[src/rtl/uart_rx_capture.sv]
// uart_rx_capture: fixed-divisor UART receiver with sticky error flags and a
// first-word-fall-through capture FIFO drained by a single-cycle pop strobe.
module uart_rx_capture #(
  parameter int CLK_PER_BIT = 16,
  parameter int DATA_BITS   = 8,
  parameter int PARITY      = 0,
  parameter int FIFO_DEPTH  = 16,
  parameter int SYNC_STAGES = 2
) (
  input  logic                        HCLK,
  input  logic                        HRESETn,
  input  logic                        rx,
  input  logic                        en,
  input  logic                        rd,
  input  logic                        clr_err,
  output logic                        valid,
  output logic [DATA_BITS-1:0]        rdata,
  output logic [$clog2(FIFO_DEPTH):0] level,
  output logic                        overflow,
  output logic                        frame_err,
  output logic                        parity_err,
  output logic                        break_det
);
  localparam int CW = $clog2(CLK_PER_BIT);
  localparam int IW = $clog2(DATA_BITS);
  localparam int AW = $clog2(FIFO_DEPTH);
  localparam int LW = AW + 1;
  localparam logic [CW-1:0] HALF_M1  = CW'(CLK_PER_BIT / 2 - 1);
  localparam logic [CW-1:0] FULL_M1  = CW'(CLK_PER_BIT - 1);
  localparam logic [IW-1:0] LAST_IDX = IW'(DATA_BITS - 1);
  localparam logic [LW-1:0] FULL_LVL = LW'(FIFO_DEPTH);

  typedef enum logic [2:0] {IDLE, START, DATA, PAR, STOP} state_t;

  // Outcome of a completed character, applied to FIFO and flags one cycle later
  typedef struct packed {
    logic                 push;
    logic                 frame;
    logic                 brk;
    logic                 par;
    logic [DATA_BITS-1:0] data;
  } evt_t;

  // ---------------- synchroniser ----------------
  logic [SYNC_STAGES-1:0] sync_q, sync_d;
  logic                   rxs_prev_q, rxs_prev_d;
  logic                   rxs;

  assign rxs = sync_q[SYNC_STAGES-1];

  always_comb begin
    sync_d     = {sync_q[SYNC_STAGES-2:0], rx};
    rxs_prev_d = rxs;
  end

  always_ff @(posedge HCLK or negedge HRESETn) begin
    if (!HRESETn) begin
      sync_q     <= '1;
      rxs_prev_q <= 1'b1;
    end else begin
      sync_q     <= sync_d;
      rxs_prev_q <= rxs_prev_d;
    end
  end

  // ---------------- receive FSM ----------------
  state_t               state_q, state_d;
  logic [CW-1:0]        cnt_q, cnt_d;
  logic [IW-1:0]        idx_q, idx_d;
  logic [DATA_BITS-1:0] shreg_q, shreg_d;
  logic                 par_bad_q, par_bad_d;
  evt_t                 evt_q, evt_d;
  logic                 tick, exp_par;

  assign tick    = (cnt_q == '0);
  assign exp_par = (PARITY == 1) ? ~(^shreg_q) : (^shreg_q);

  always_comb begin
    state_d   = state_q;
    cnt_d     = tick ? cnt_q : cnt_q - CW'(1);
    idx_d     = idx_q;
    shreg_d   = shreg_q;
    par_bad_d = par_bad_q;
    evt_d     = '0;
    if (!en) begin
      state_d = IDLE;
    end else begin
      case (state_q)
        IDLE: begin
          if (rxs_prev_q && !rxs) begin
            state_d = START;
            cnt_d   = HALF_M1;
          end
        end
        START: begin
          if (tick) begin
            if (rxs) begin
              state_d = IDLE;
            end else begin
              state_d   = DATA;
              cnt_d     = FULL_M1;
              idx_d     = '0;
              par_bad_d = 1'b0;
            end
          end
        end
        DATA: begin
          if (tick) begin
            // LSB arrives first, so shifting in at the top leaves it at bit 0
            shreg_d = {rxs, shreg_q[DATA_BITS-1:1]};
            cnt_d   = FULL_M1;
            if (idx_q == LAST_IDX) state_d = (PARITY != 0) ? PAR : STOP;
            else                   idx_d   = idx_q + IW'(1);
          end
        end
        PAR: begin
          if (tick) begin
            par_bad_d = (rxs != exp_par);
            cnt_d     = FULL_M1;
            state_d   = STOP;
          end
        end
        STOP: begin
          // Back to IDLE at the mid-stop sample so a following start edge is not missed
          if (tick) begin
            state_d    = IDLE;
            evt_d.push = rxs && !par_bad_q;
            evt_d.frame = !rxs;
            evt_d.brk  = !rxs && (shreg_q == '0);
            evt_d.par  = par_bad_q;
            evt_d.data = shreg_q;
          end
        end
        default: state_d = IDLE;
      endcase
    end
  end

  always_ff @(posedge HCLK or negedge HRESETn) begin
    if (!HRESETn) begin
      state_q   <= IDLE;
      cnt_q     <= '0;
      idx_q     <= '0;
      shreg_q   <= '0;
      par_bad_q <= 1'b0;
      evt_q     <= '0;
    end else begin
      state_q   <= state_d;
      cnt_q     <= cnt_d;
      idx_q     <= idx_d;
      shreg_q   <= shreg_d;
      par_bad_q <= par_bad_d;
      evt_q     <= evt_d;
    end
  end

  // ---------------- FWFT FIFO and sticky flags ----------------
  logic [DATA_BITS-1:0] mem_q [FIFO_DEPTH];
  logic [AW-1:0]        wr_ptr_q, wr_ptr_d, rd_ptr_q, rd_ptr_d;
  logic [LW-1:0]        lvl_q, lvl_d;
  logic                 ovf_q, ovf_d, frm_q, frm_d, perr_q, perr_d, brk_q, brk_d;
  logic                 do_pop, do_push, drop;

  always_comb begin
    do_pop   = rd && (lvl_q != '0);
    // A same-cycle pop frees the slot, so a full FIFO still accepts the push
    do_push  = evt_q.push && ((lvl_q != FULL_LVL) || do_pop);
    drop     = evt_q.push && !do_push;
    wr_ptr_d = do_push ? wr_ptr_q + AW'(1) : wr_ptr_q;
    rd_ptr_d = do_pop  ? rd_ptr_q + AW'(1) : rd_ptr_q;
    lvl_d    = lvl_q + LW'(do_push) - LW'(do_pop);
    ovf_d    = drop        | (ovf_q  & ~clr_err);
    frm_d    = evt_q.frame | (frm_q  & ~clr_err);
    perr_d   = evt_q.par   | (perr_q & ~clr_err);
    brk_d    = evt_q.brk   | (brk_q  & ~clr_err);
  end

  always_ff @(posedge HCLK or negedge HRESETn) begin
    if (!HRESETn) begin
      wr_ptr_q <= '0;
      rd_ptr_q <= '0;
      lvl_q    <= '0;
      ovf_q    <= 1'b0;
      frm_q    <= 1'b0;
      perr_q   <= 1'b0;
      brk_q    <= 1'b0;
    end else begin
      wr_ptr_q <= wr_ptr_d;
      rd_ptr_q <= rd_ptr_d;
      lvl_q    <= lvl_d;
      ovf_q    <= ovf_d;
      frm_q    <= frm_d;
      perr_q   <= perr_d;
      brk_q    <= brk_d;
    end
  end

  // Storage needs no reset: the head is masked whenever the FIFO is empty
  always_ff @(posedge HCLK) begin
    if (do_push) mem_q[wr_ptr_q] <= evt_q.data;
  end

  assign valid      = (lvl_q != '0);
  assign rdata      = valid ? mem_q[rd_ptr_q] : '0;
  assign level      = lvl_q;
  assign overflow   = ovf_q;
  assign frame_err  = frm_q;
  assign parity_err = perr_q;
  assign break_det  = brk_q;
endmodule

[config.mk]
export PLATFORM = sky130hd
export DESIGN_NAME = uart_rx_capture
export DESIGN_NICKNAME = d
export VERILOG_FILES = /design/src/rtl/uart_rx_capture.sv
export SDC_FILE = /design/constraint.sdc
export NUM_CORES = 1
export LEC_CHECK = 0
export ABC_AREA = 1
export CAP_MARGIN = 0
export CORE_MARGIN = 5
export CORE_UTILIZATION = 43
export CTS_BUF_LIST = sky130_fd_sc_hd__clkbuf_2 sky130_fd_sc_hd__clkbuf_4 sky130_fd_sc_hd__clkbuf_8
export DETAILED_ROUTE_END_ITERATION = 8
export GPL_ROUTABILITY_DRIVEN = 0
export PLACE_DENSITY = 0.6
export REMOVE_ABC_BUFFERS = 1
export SYNTH_ARGS = -nofsm -noshare
export SYNTH_HDL_FRONTEND = slang
export SYNTH_SLANG_ARGS = --single-unit
[constraint.sdc]
create_clock -name HCLK -period 2.2 [get_ports HCLK]
set_input_delay 0.33 -clock HCLK [delete_from_list [all_inputs] [get_ports HCLK]]
set_output_delay 0.33 -clock HCLK [all_outputs]
set_load 0.1 [all_outputs]
# == After elaboration in Yosys (flattened, before gate mapping) ==
# Memories as Yosys holds them, arrays and structs flattened.
# Cells that the tools add are included.
# totals
elab_cells,106
register_bits,51
inputBits,6
n_memories,1
ram_bits,128
# op_classes
bitwise_logic,9
add_sub_neg,6
mux,31
n_eq_ne,18
n_reduce_logical,22
# memory_table
name,words,width,read_ports,rd_clocked_by_memory_dff,write_ports,line,text
mem_q,16,8,1,0,1,158,logic [DATA_BITS-1:0] mem_q [FIFO_DEPTH];
# ops
op,n
12-bit 2-to-1 mux,3
3-bit 2-to-1 mux,11
4-bit 2-to-1 mux,6
3-bit != test (second input constant),6
3-bit case mux with 5 select lines,1
4-bit case mux with 3 select lines,1
6-bit AND reduction,2
2-bit != test (second input constant),5
4-bit by 1-bit adder with 4-bit output (second input constant),2
8-bit logical NOT,1
8-bit 2-to-1 mux,1
8-bit XOR reduction,1
3-bit by 2-bit == test with 1-bit output (second input constant),2
3-bit == test (second input constant),2
1-bit logical AND,6
3-bit case mux with 2 select lines,1
5-bit by 1-bit adder with 5-bit output,1
1-bit 2-to-1 mux,5
5-bit != test (second input constant),1
5-bit AND reduction,1
5-bit nonzero test,1
5-bit by 1-bit subtractor with 5-bit output,1
1-bit AND,4
4-bit logical NOT,1
other kinds (14),20

# == Depth between registers and ports, before layout ==
# logic_depth
word_depth,7
depth_mapped,13
mapped_depth_nobuf,13

# == Worst setup path after synthesis ==
# Ideal clock, no wire load.
# synth_timing
kind,reg-to-output
start,register lvl_q[2] (netlist: level[2])
end,output port rdata[0]
t_arrival_ns,3.982
required_ns,1.870
path_stages_with_launch,7
setup_slack_ns,-2.112
path_cell_list,dfrtp_1 -> inv_1 -> ha_1 -> nor3b_2 -> nand2_1 -> inv_1 -> a21oi_1
# synth_via
elab_chain_len,2
# synth_lines
item,line,text
"start, declared",160,"logic [LW-1:0] lvl_q, lvl_d;"
"start signal, assigned",190,lvl_q <= lvl_d;
5-bit nonzero test,203,assign valid = (lvl_q != '0);
named net valid,16,"output logic valid,"
8-bit 2-to-1 mux,204,assign rdata = valid ? mem_q[rd_ptr_q] : '0;
"end, declared",17,"output logic [DATA_BITS-1:0] rdata,"
# The timed path passes the listed nets, and every way through them passes these cells.

# == Worst setup path in the final report ==
# layout_timing
start,register rd_ptr_q[0]
end,output port rdata[4]
# layout_via
elab_chain_len,2
# layout_lines
item,line,text
"start, declared",159,"logic [AW-1:0] wr_ptr_q, wr_ptr_d, rd_ptr_q, rd_ptr_d;"
"start signal, assigned",189,rd_ptr_q <= rd_ptr_d;
memory 16 x 8 bit,-,
8-bit 2-to-1 mux,204,
# No other way between the ends.

==> results.txt <==
The flow ran to the end, but the final reports show violations. The final reports fail on negative setup slack. The post-route cell area is 0.00976 mm2.

The number of max-slew violations in the final report came out at 0. The initial standard-cell utilization of the core came out at 0.433. The total core area came out at 0.0178 mm2. The share of the clock period used by the worst path came out at 1.08. The adder-cell area share of the yosys netlist is 0.0334.

The buffer levels on the longest clock path came out at 2. The residual antenna-violating net count after detailed routing came out at 0. In the layout the commonest cells are 178 x sky130_fd_sc_hd__nand2_1, 128 x sky130_fd_sc_hd__edfxtp_1, 80 x sky130_fd_sc_hd__nand3_1, 56 x sky130_fd_sc_hd__buf_4, 47 x sky130_fd_sc_hd__dfrtp_1.

The slack of the critical path is -166 ps. For this design the static power due to leakage is 3.96 nW. The final critical path time including I/O delays and setup came out at 2370 ps. The maximum achievable frequency came out at 0.423 GHz.

The final core utilization came out at 0.547. The synthesis-stage register bit count came out at 179. The HPWL reported at the end of detailed placement came out at 10700 um.

The fraction of final layout cells with drive strength greater than 1 is 0.284. In this run, the number of DRC markers left after iteration 0 of detailed routing was 348. The number of antenna violations at the first check in global routing came out at 0. Max-cap violations in this run came to 0. The slack of the worst reg-to-reg path came out at -30 ps. The cell sitting at the root of the clock tree is a sky130_fd_sc_hd__clkbuf_8. The slew of the pin with the lowest slew margin is 710 ps. The latest clock arrival within the worst-skew pair came out at 460 ps. The overall routing resource usage came out at 0.179. The die boundary width came out at 144 um. The sequential group share of total power is 0.282. Entering global routing, the biggest net connects 28 pins. The first-pass GRT wire length is 28300 um. On the final layout, the worst clock skew is 16.4 ps. The relative area change from synthesis to final layout is 26.3%.

In this run, CTS created clock tree buffers numbering 17. The filler cells instantiated in the layout total 1497. The full die area came out at 0.0207 mm2. The synthesized-area fraction occupied by xor and xnor cells came out at 0.0147. For the worst flop-to-flop path, the logic depth is 13. The top flip-flop cell by instance count after synthesis is sky130_fd_sc_hd__edfxtp_1. The I/O pin count came out at 24. The floorplan has 49 rows.

The worst hold path terminates at sync_q[0]$_DFF_PN1_. For this run, the register share of the synthesized area comes to 0.663. The area of the mapped netlist came out at 0.00772 mm2. The H-tree was split into 4 levels. TritonCTS built the clock tree. The top fanout value on the critical path is 8. For this run, asynchronously set or reset flops after synthesis account for 0.285. The most frequent standard cell in the layout excluding fill and tap cells is sky130_fd_sc_hd__nand2_1. The launch instance of the worst register-to-register path is level[3]$_DFF_PN0_.

The via count of the first global-routing pass is 5419. The number of unique standard cell types used by synthesis is 35. The endpoint type of the worst setup path is an output port. The worst IR drop on VDD came out at 2.66 mV. The iteration count of the initial detailed-routing pass is 5. Counting every instance in the synthesized netlist gives 710. The endpoint required time on the critical path came out at 1870 ps. The compound-cell area share of the yosys netlist is 0.0254. 0 antenna diodes ended up in the layout. The fraction of power spent switching nets came out at 0.425. Of the total power, combinational logic draws 0.532.

The ratio of routed vias to standard cells is 5.18. The total area of multi-input combinational cells came out at 0.00267 mm2. The clock-pin slew on the worst setup and hold paths is 80 ps. The ratio of total power to cell area is 1410 mW/mm2.

The relative slew slack is 0.527. For this design the total switching power over the nets is 5.85 mW. The critical path is of the flop to output port type.

The leftover overflow at the end of global routing is 0. The post-detailed-route wirelength per cell came out at 17.1 um. By area, the combinational part of the netlist is dominated by simple AND/OR/NAND/NOR gates. Setup repair after global routing could not meet its margin everywhere. The number of enable flip-flop cells after synthesis is 128. The die boundary height is 144 um. The internal portion of the total power is 7.90 mW. The capture point of the worst reg-to-reg path is level[4]$_DFF_PN0_.

The part of the power in the clock network is 0.186. The hold violation count in the final report came out at 0. The total number of clock tree sinks came out at 179.

The simple logic cell fraction of the synthesized area came out at 0.217. The startpoint identified for the worst hold timing path is rx. The type of the worst min-delay path is input pin to flop.

The number of cells on the worst hold path came out at 1. The number of port buffers came out at 23. Setup violations remaining at the end of the flow were counted as 10. The sequential cells in the finished layout cover a total of 0.00512 mm2. The critical path data arrival time came out at 2040 ps.

Once placement finished, the instance area stood at 0.00846 mm2. The vias after detailed routing came out at 5343. The portion of netlist area occupied by mux cells came out at 0. STA classifies the critical path startpoint as a flop. The number of synthesis warnings is 0. The count of unresolved DRC violations after routing is 0. For this run, the post-layout net count is 815.

The synthesized area per cell came out at 10.9 um2. The total wirelength of the detailed-routed design is 17700 um.
state kept, by name (all words and copies together), names as in the netlist:
signal / flops
shreg_q: 8
rd_ptr_q: 4
overflow: 1
rxs_prev_q: 1
break_det: 1
wr_ptr_q: 4
evt_q: 12
cnt_q: 4
par_bad_q: 1
mem_q: 128
sync_q: 2
state_q: 3
idx_q: 3
level: 5
frame_err: 1
parity_err: 1
stage by stage:
| step | cells | total power, mW | TNS [ps] | setup WS [ps] | hold slack [ps] |
|---|---|---|---|---|---|
| after CTS | 1033 | 13.6 | -1590 | -191 | 248 |
| after global placement | 973 | 9.56 | -256 | -164 | 347 |
| after detailed placement | 973 | 9.66 | -608 | -307 | 347 |
| after global routing | 1031 | 14.5 | -2390 | -264 | 244 |
| after floorplan | 681 | 7.50 | -76130 | -2110 | 34.4 |
| final | 1031 | 13.8 | -1270 | -166 | 273 |
metal layers:
metal  routed length, um  vias up  GRT usage
met5                   0        -          0
met4                 301        0     0.0595
met1                7740     2634      0.240
met3                 844       24     0.0390
li1                    -     2557          -
met2                8780      128      0.291
kinds of logic (layout without fill, tap and decap cells):
family                     count (synthesis)  count (layout)
and+or+nand+nor                          387             387
buffers and inverters                     74             166
xor gates and xnor gates                  13              13
adders and majority gates                 20              20
AOI/OAI and AO/OA                         37              37
DFF                                      179             179
power by group through the flow:
stage	Combinational, mW	Sequential [mW]	Clock, mW
final	7.32	3.88	2.55
after detailed placement	5.74	3.92	0
after global placement	5.65	3.91	0
after CTS	7.10	3.86	2.59
after floorplan	3.05	4.45	0
after global routing	7.82	3.90	2.75
worst max-delay path by stage:
stage	slack, ps	to	start	cells past startpoint
2_1_floorplan	-2110	rdata[0]	level[2]$_DFF_PN0_	6
6_report	-170	rdata[4]	rd_ptr_q[0]$_DFFE_PN0N_	10
3_5_place_dp	-310	level[4]$_DFF_PN0_	level[2]$_DFF_PN0_	13
4_1_cts	-190	rdata[0]	rd_ptr_q[0]$_DFFE_PN0N_	10
3_3_place_gp	-160	level[4]$_DFF_PN0_	rd	11
5_1_grt	-260	rdata[7]	rd_ptr_q[0]$_DFFE_PN0N_	9
what timing repair did:
action | 4_1_cts | 5_1_grt
setup buffers | 21 | 2
hold endpoints to repair | 22 | 0
setup endpoints to repair | 11 | 15
cloned | 6 | 1
pin swaps | 21 | 22
hold buffers | 1 | 0
gates resized for setup | 73 | 58
Yosys cell counts, types with 2 or more instances:
library cell	instances	area (um2)
sky130_fd_sc_hd__nor4_1	2	12.5
sky130_fd_sc_hd__clkinv_1	2	7.51
sky130_fd_sc_hd__dfrtp_1	48	1200
sky130_fd_sc_hd__nor3_1	11	55.1
sky130_fd_sc_hd__dfstp_2	3	78.8
sky130_fd_sc_hd__edfxtp_1	128	3840
sky130_fd_sc_hd__nand2_1	223	837
sky130_fd_sc_hd__ha_1	19	238
sky130_fd_sc_hd__buf_6	3	33.8
sky130_fd_sc_hd__inv_1	41	154
sky130_fd_sc_hd__nor2_1	25	93.8
sky130_fd_sc_hd__buf_4	11	82.6
sky130_fd_sc_hd__nand3_1	113	566
sky130_fd_sc_hd__clkbuf_1	5	18.8
sky130_fd_sc_hd__nand4_1	3	18.8
sky130_fd_sc_hd__a21oi_1	12	60.1
sky130_fd_sc_hd__buf_2	10	50.1
sky130_fd_sc_hd__xor2_1	10	87.6
sky130_fd_sc_hd__nand2_2	3	18.8
sky130_fd_sc_hd__o21bai_1	3	22.5
sky130_fd_sc_hd__xnor2_1	3	26.3
sky130_fd_sc_hd__o21ai_0	19	95.1
worst max-delay path: stages (launching register included):
cell                       delay, ps
sky130_fd_sc_hd__dfrtp_2         450
sky130_fd_sc_hd__clkinv_4        130
sky130_fd_sc_hd__buf_12          150
sky130_fd_sc_hd__buf_16          130
sky130_fd_sc_hd__nand2_4          40
sky130_fd_sc_hd__nand3_2          60
sky130_fd_sc_hd__nand3_2          80
sky130_fd_sc_hd__nand2_2          80
sky130_fd_sc_hd__nand2_2          70
sky130_fd_sc_hd__a21oi_4         190
sky130_fd_sc_hd__buf_12          190
layout make-up:
cell class,count,share of cell area
multi-input combinational,457,0.274
clock inverter,13,0.0213
timing repair buffer,89,0.105
tap,229,0.0294
clock buffer,19,0.0262
sequential,179,0.525
inverter,45,0.0191
Power figures use the tool's default switching activity.
